`src/rtl/seqdet_pkg.sv`:
```
// Shared types and sizing helpers for the "001" sequence-detector scan block.
package seqdet_pkg;

  typedef enum logic [1:0] {IDLE, SHIFT, FLUSH, REPORT} ctrl_state_t;

  typedef enum logic [1:0] {S0, S1, S2, S3} det_state_t;

  localparam int WORD_W_MIN = 4;
  localparam int WORD_W_MAX = 16;

  // Width needed to hold a detection count of 0..w.
  function automatic int cnt_w(input int w);
    return $clog2(w + 1);
  endfunction

endpackage

```
`src/rtl/seqdet_001_core.sv`:
```
// Moore "001" detector; det is a pure decode of the state register.
//
//   state | meaning
//   S0    | nothing useful seen (or last bit was 1)
//   S1    | seen "0"
//   S2    | seen "00" (stays here on further zeros)
//   S3    | seen "001" -> det = 1
module seqdet_001_core
  import seqdet_pkg::*;
(
  input  logic clk,
  input  logic rst,
  input  logic clr,
  input  logic en,
  input  logic inp,
  output logic det
);

  det_state_t st;

  // Advance on en; rst and clr both force a clean start.
  always_ff @(posedge clk) begin
    if (rst) begin
      st <= S0;
    end else if (clr) begin
      st <= S0;
    end else if (en) begin
      case (st)
        S0: st <= inp ? S0 : S1;
        S1: st <= inp ? S0 : S2;
        S2: st <= inp ? S3 : S2;
        S3: st <= inp ? S0 : S1;
        default: st <= S0;
      endcase
    end
  end

  assign det = (st == S3);

endmodule

```
`src/rtl/seqdet_scan_ctrl.sv`:
```
// Scans one accepted word MSB-first through the "001" detector and reports
// the detection count plus a per-position mask.
//
//   state  | meaning
//   IDLE   | waiting for a word, in_ready = 1
//   SHIFT  | feeding WORD_W bits, one per cycle, MSB first
//   FLUSH  | one extra cycle to collect the last bit's detection
//   REPORT | result held until out_ready
module seqdet_scan_ctrl
  import seqdet_pkg::*;
#(
  parameter int WORD_W = 8,
  parameter int CNT_W  = cnt_w(WORD_W)
) (
  input  logic              clk,
  input  logic              rst,
  input  logic              in_valid,
  input  logic [WORD_W-1:0] in_data,
  input  logic              in_cont,
  output logic              in_ready,
  output logic              out_valid,
  input  logic              out_ready,
  output logic [CNT_W-1:0]  out_count,
  output logic [WORD_W-1:0] out_mask
);

  localparam int IDX_W = $clog2(WORD_W);
  localparam logic [IDX_W-1:0] LAST = IDX_W'(WORD_W - 1);

  ctrl_state_t       state;
  logic [WORD_W-1:0] data_q;
  logic [IDX_W-1:0]  bit_cnt;
  logic              accept;
  logic              det;
  logic              collect;

  assign accept = in_valid & in_ready;

  // The detector output lags its bit by one cycle, so detections are
  // collected from the second SHIFT cycle through FLUSH (WORD_W samples).
  assign collect = ((state == SHIFT) && (bit_cnt != LAST)) || (state == FLUSH);

  seqdet_001_core u_core (
    .clk (clk),
    .rst (rst),
    .clr (accept & ~in_cont),
    .en  (state == SHIFT),
    .inp (data_q[bit_cnt]),
    .det (det)
  );

  // Controller FSM with registered handshake and result outputs. bit_cnt
  // counts down and doubles as the index of the bit being fed.
  always_ff @(posedge clk) begin
    if (rst) begin
      state     <= IDLE;
      data_q    <= '0;
      bit_cnt   <= '0;
      in_ready  <= 1'b1;
      out_valid <= 1'b0;
      out_count <= '0;
      out_mask  <= '0;
    end else begin
      // Mask fills by shifting left: the first bit's detection lands at MSB.
      if (collect) begin
        out_mask  <= {out_mask[WORD_W-2:0], det};
        out_count <= out_count + CNT_W'(det);
      end
      case (state)
        IDLE: begin
          if (in_valid) begin
            data_q   <= in_data;
            bit_cnt  <= LAST;
            in_ready <= 1'b0;
            state    <= SHIFT;
          end
        end
        SHIFT: begin
          if (bit_cnt == '0) begin
            state <= FLUSH;
          end else begin
            bit_cnt <= bit_cnt - 1'b1;
          end
        end
        FLUSH: begin
          out_valid <= 1'b1;
          state     <= REPORT;
        end
        REPORT: begin
          if (out_ready) begin
            out_valid <= 1'b0;
            in_ready  <= 1'b1;
            out_count <= '0;
            out_mask  <= '0;
            state     <= IDLE;
          end
        end
        default: state <= IDLE;
      endcase
    end
  end

endmodule

```
`config.mk`:
```
export PLATFORM = sky130hd
export DESIGN_NAME = seqdet_scan_ctrl
export DESIGN_NICKNAME = d
export VERILOG_FILES = /design/src/rtl/seqdet_pkg.sv /design/src/rtl/seqdet_001_core.sv /design/src/rtl/seqdet_scan_ctrl.sv
export SDC_FILE = /design/constraint.sdc
export NUM_CORES = 1
export LEC_CHECK = 0
export BUFFER_PORTS_ARGS = -buffer_cell sky130_fd_sc_hd__buf_2
export CORE_MARGIN = 2
export CORE_UTILIZATION = 55
export DETAILED_ROUTE_END_ITERATION = 8
export PLACE_DENSITY_LB_ADDON = 0.2
export SYNTH_ARGS = -nofsm -noshare
export SYNTH_HDL_FRONTEND = slang
export SYNTH_SLANG_ARGS = --single-unit
```
`constraint.sdc`:
```
create_clock -name clk -period 5 [get_ports clk]
set_clock_uncertainty 0.15 [all_clocks]
set_input_delay 0.5 -clock clk [delete_from_list [all_inputs] [get_ports clk]]
set_output_delay 0.5 -clock clk [all_outputs]
set_load 0.05 [all_outputs]
```
==> flow_summary.json <==
{
  "status": "complete, no violations",
  "post-synth-top-area-fraction": 0.423,
  "ir_worst_vdd_mv": 0.392,
  "fp.dieArea_mm2": 0.00291,
  "post-route-cell-area_mm2": 0.00157,
  "ioPinCount": 27,
  "cp_peak_stage_delay_ns": 0.85,
  "cts_sinks": 29,
  "detail_route.first_pass.iterations": 4,
  "cap_viol_max_count": 0,
  "synth_ff_type": "sky130_fd_sc_hd__dfxtp_1",
  "post_cts_resize_count": 0,
  "remaining_drc_errors": 0,
  "areaGrowthSynthToFinish_pct": 14.5,
  "detail_route.wirelength_um": 2390,
  "timing_max_transition_violations_final": 0,
  "critical_path_peak_fanout": 12,
  "post-dp-hpwl_um": 1880,
  "yosys.cell_count.top_type": "sky130_fd_sc_hd__dfxtp_1",
  "synth.lib_cells_used.distinct": 26,
  "coreArea_mm2": 0.00241,
  "grt_usage": 0.192,
  "syn_avg_cell_area_um2": 9.33,
  "setup_slack_of_the_most_critical_reg_to_reg_path_ns": 2.56,
  "synthesis.area_mm2": 0.00137,
  "grt_antenna_before_repair": 0,
  "synth.top_cells.by_area": "sky130_fd_sc_hd__dfxtp_1 (42%), sky130_fd_sc_hd__ha_1 (12%), sky130_fd_sc_hd__mux2i_1 (8.8%)",
  "worst_r2r_endpoint": "out_count[3]",
  "worstPathCellList": "inv_1, ha_1, a21boi_0, nor2_1, o21ai_0, a21oi_1",
  "gp_routability_congestion": 0.778,
  "synth_enable_flop_cells": 0,
  "max_clock_freq_mhz": 411,
  "n_antenna_cell": 0,
  "place.port_buffers": 26,
  "period_minus_slack_ns": 2.44,
  "tritoncts": "yes",
  "sequential_element_share_of_the_synthesized_area": 0.423,
  "worstReg2RegStart": "state[1]",
  "placement_rows": 18,
  "largest_net_degree_at_the_start_of_global_routing": 17,
  "final.setup.tns_ns": 0,
  "yosys_warnings": 0,
  "start_util": 0.569,
  "synthCells": 147,
  "relSlewSlack": 0.266,
  "timing.setup.critical_path_class": "flip-flop to flip-flop",
  "worst_r2r_path_depth": 6,
  "route.detailed.wl_per_inst_um": 11.5,
  "fp.dieH_um": 53.9,
  "clockBufferDepth": 2,
  "cell_type_with_the_largest_total_area_after_synthesis": "sky130_fd_sc_hd__dfxtp_1",
  "power_density_mw_per_mm2": 482,
  "vias": 1073,
  "cell_depth_of_the_worst_min_delay_path": 3,
  "hold_viol_final": 0,
  "rsz0062_at_grt": "no",
  "hold_class": "input pin to flip-flop",
  "post-cts-setup-buffers": 0,
  "p_leak_nw": 0.773,
  "hold_path_startpoint": "in_data[5]",
  "period_share": 0.487,
  "cell_with_the_biggest_individual_delay_on_the_critical_path": "sky130_fd_sc_hd__nor2_1",
  "h-tree-depth": 2,
  "worstSetupEndpointType": "flip-flop",
  "fillers": 215,
  "cts_root_buf": "sky130_fd_sc_hd__clkbuf_4",
  "holdBufCountCts": 0,
  "clock_latency_on_the_worst_skew_pair_ns": 0.32,
  "synth_common_cells": "sky130_fd_sc_hd__dfxtp_1 (29), sky130_fd_sc_hd__nor2_1 (19), sky130_fd_sc_hd__nand2_1 (18)",
  "route.antenna.remaining_nets": 0,
  "cts_inserted_buffers": 5,
  "dpl-instance-area_mm2": 0.00152,
  "net_count_synth": 173,
  "required_ns": 5.10,
  "ys_seq_elements": 29,
  "timing_worst_slew_pin_value_ns": 1.10,
  "first_pass_grt_wire_length_um": 3930,
  "timing.critical_path.from_type": "flip-flop",
  "number_of_nets_at_the_end_of_the_flow": 202,
  "share_of_post_route_cells_with_drive_strength_above_1": 0.192,
  "whs_endpoint": "data_q[5]",
  "detail_route.vias_per_cell": 5.18,
  "clkTransAtPathRegs_ns": 0.08,
  "finalSetupViolations": 0,
  "cp_data_arrival_time_ns": 2.54,
  "dr.first_iter.drc_count": 15,
  "worst-path-buf-inv": 1,
  "grt_overflow_total": 0,
  "proportion_of_register_bits_with_asynchronous_set_or_reset_after_synthesis": 0,
  "worst_path_dominant_cell_family": "simple AND/OR/NAND/NOR gates",
  "fp.dieW_um": 53.9,
  "grt_pass1_vias": 947
}
[power breakdown]
part | internal, W | switching [W]
combinational | 0.000136 | 0.000184
sequential | 0.000270 | 0.0000375
clock | 0.0000559 | 0.0000732
total | 0.000462 | 0.000295
[routing by layer]
layer | GRT usage | vias up | routed length (µm)
met4 | 0.0641 | 0 | 15
li1 | - | 563 | -
met3 | 0.0750 | 2 | 128
met1 | 0.222 | 483 | 1070
met2 | 0.321 | 25 | 1180
met5 | 0 | - | 0
[cells in the final DEF, fill, tap and decap left out]
master	n
sky130_fd_sc_hd__dfxtp_1	29
sky130_fd_sc_hd__buf_2	26
sky130_fd_sc_hd__nor2_1	19
sky130_fd_sc_hd__nand2_1	18
sky130_fd_sc_hd__a21oi_1	16
sky130_fd_sc_hd__ha_1	13
sky130_fd_sc_hd__mux2i_1	12
sky130_fd_sc_hd__inv_1	10
sky130_fd_sc_hd__clkbuf_4	5
sky130_fd_sc_hd__a211oi_1	4
sky130_fd_sc_hd__o21ai_0	3
sky130_fd_sc_hd__clkbuf_1	3
sky130_fd_sc_hd__nand3_1	2
sky130_fd_sc_hd__nand2b_1	2
sky130_fd_sc_hd__mux4_1	2
sky130_fd_sc_hd__o21bai_1	2
sky130_fd_sc_hd__a21o_1	1
sky130_fd_sc_hd__a21boi_0	1
sky130_fd_sc_hd__or3_1	1
sky130_fd_sc_hd__a222oi_1	1
sky130_fd_sc_hd__nor2b_1	1
sky130_fd_sc_hd__a221oi_1	1
sky130_fd_sc_hd__mux2i_2	1
sky130_fd_sc_hd__and3_1	1
sky130_fd_sc_hd__mux2_2	1
sky130_fd_sc_hd__a211oi_2	1
sky130_fd_sc_hd__xor2_1	1
[through the flow]
step                      setup slack (ns)  utilization  hold WS, ns  instances  total power, W
after global placement                2.71        0.631        0.291        199        0.000617
final                                 2.56        0.652        0.265        207        0.000757
after global routing                  2.37        0.652        0.248        207        0.000816
after floorplan                       3.20            -        0.282        147        0.000570
after detailed placement              2.54        0.631        0.297        199        0.000635
after CTS                             2.52        0.652        0.258        207        0.000763
[tightest hold or removal path, delay by kind of cell]
family | cells | cell delay [ns]
buffers and inverters | 1 | 0.09
AO/OA/AOI/OAI | 1 | 0.05
AND/OR/NAND/NOR | 1 | 0.04
[how the worst max path moves through the flow]
stage                   from           end  slack [ns]  cells past startpoint
floorplan           state[1]  out_count[1]        3.20                      8
global placement    state[1]  out_count[0]        2.71                      6
detailed placement  state[1]  out_count[3]        2.54                      6
CTS                 state[1]  out_count[3]        2.52                      6
global route        state[1]  out_count[3]        2.37                      6
finish              state[1]  out_count[3]        2.56                      6
[cells by family after synthesis]
kind of cell | share of synthesized area
multiplexers | 0.144
flip-flops | 0.423
AO/OA/AOI/OAI | 0.136
XOR/XNOR | 0.00639
AND/OR/NAND/NOR | 0.131
buffers and inverters | 0.0402
adder cells (fa/ha/maj) | 0.119
[sequential cells by signal (all words and copies together) (netlist names)]
signal / cells
out_mask: 8
bit_cnt: 3
u_core.st: 2
state: 2
in_ready: 1
data_q: 8
out_count: 4
out_valid: 1
[layout make-up]
cell class              count  area [µm²]  share of cell area
repair buffers             26         130              0.0829
well taps                  30        37.5              0.0239
clock buffers               8        48.8              0.0311
flip-flops and latches     29         581               0.370
inverters                  10        37.5              0.0239
multi-input cells         104         736               0.469
(Power assumes the default switching activity.)
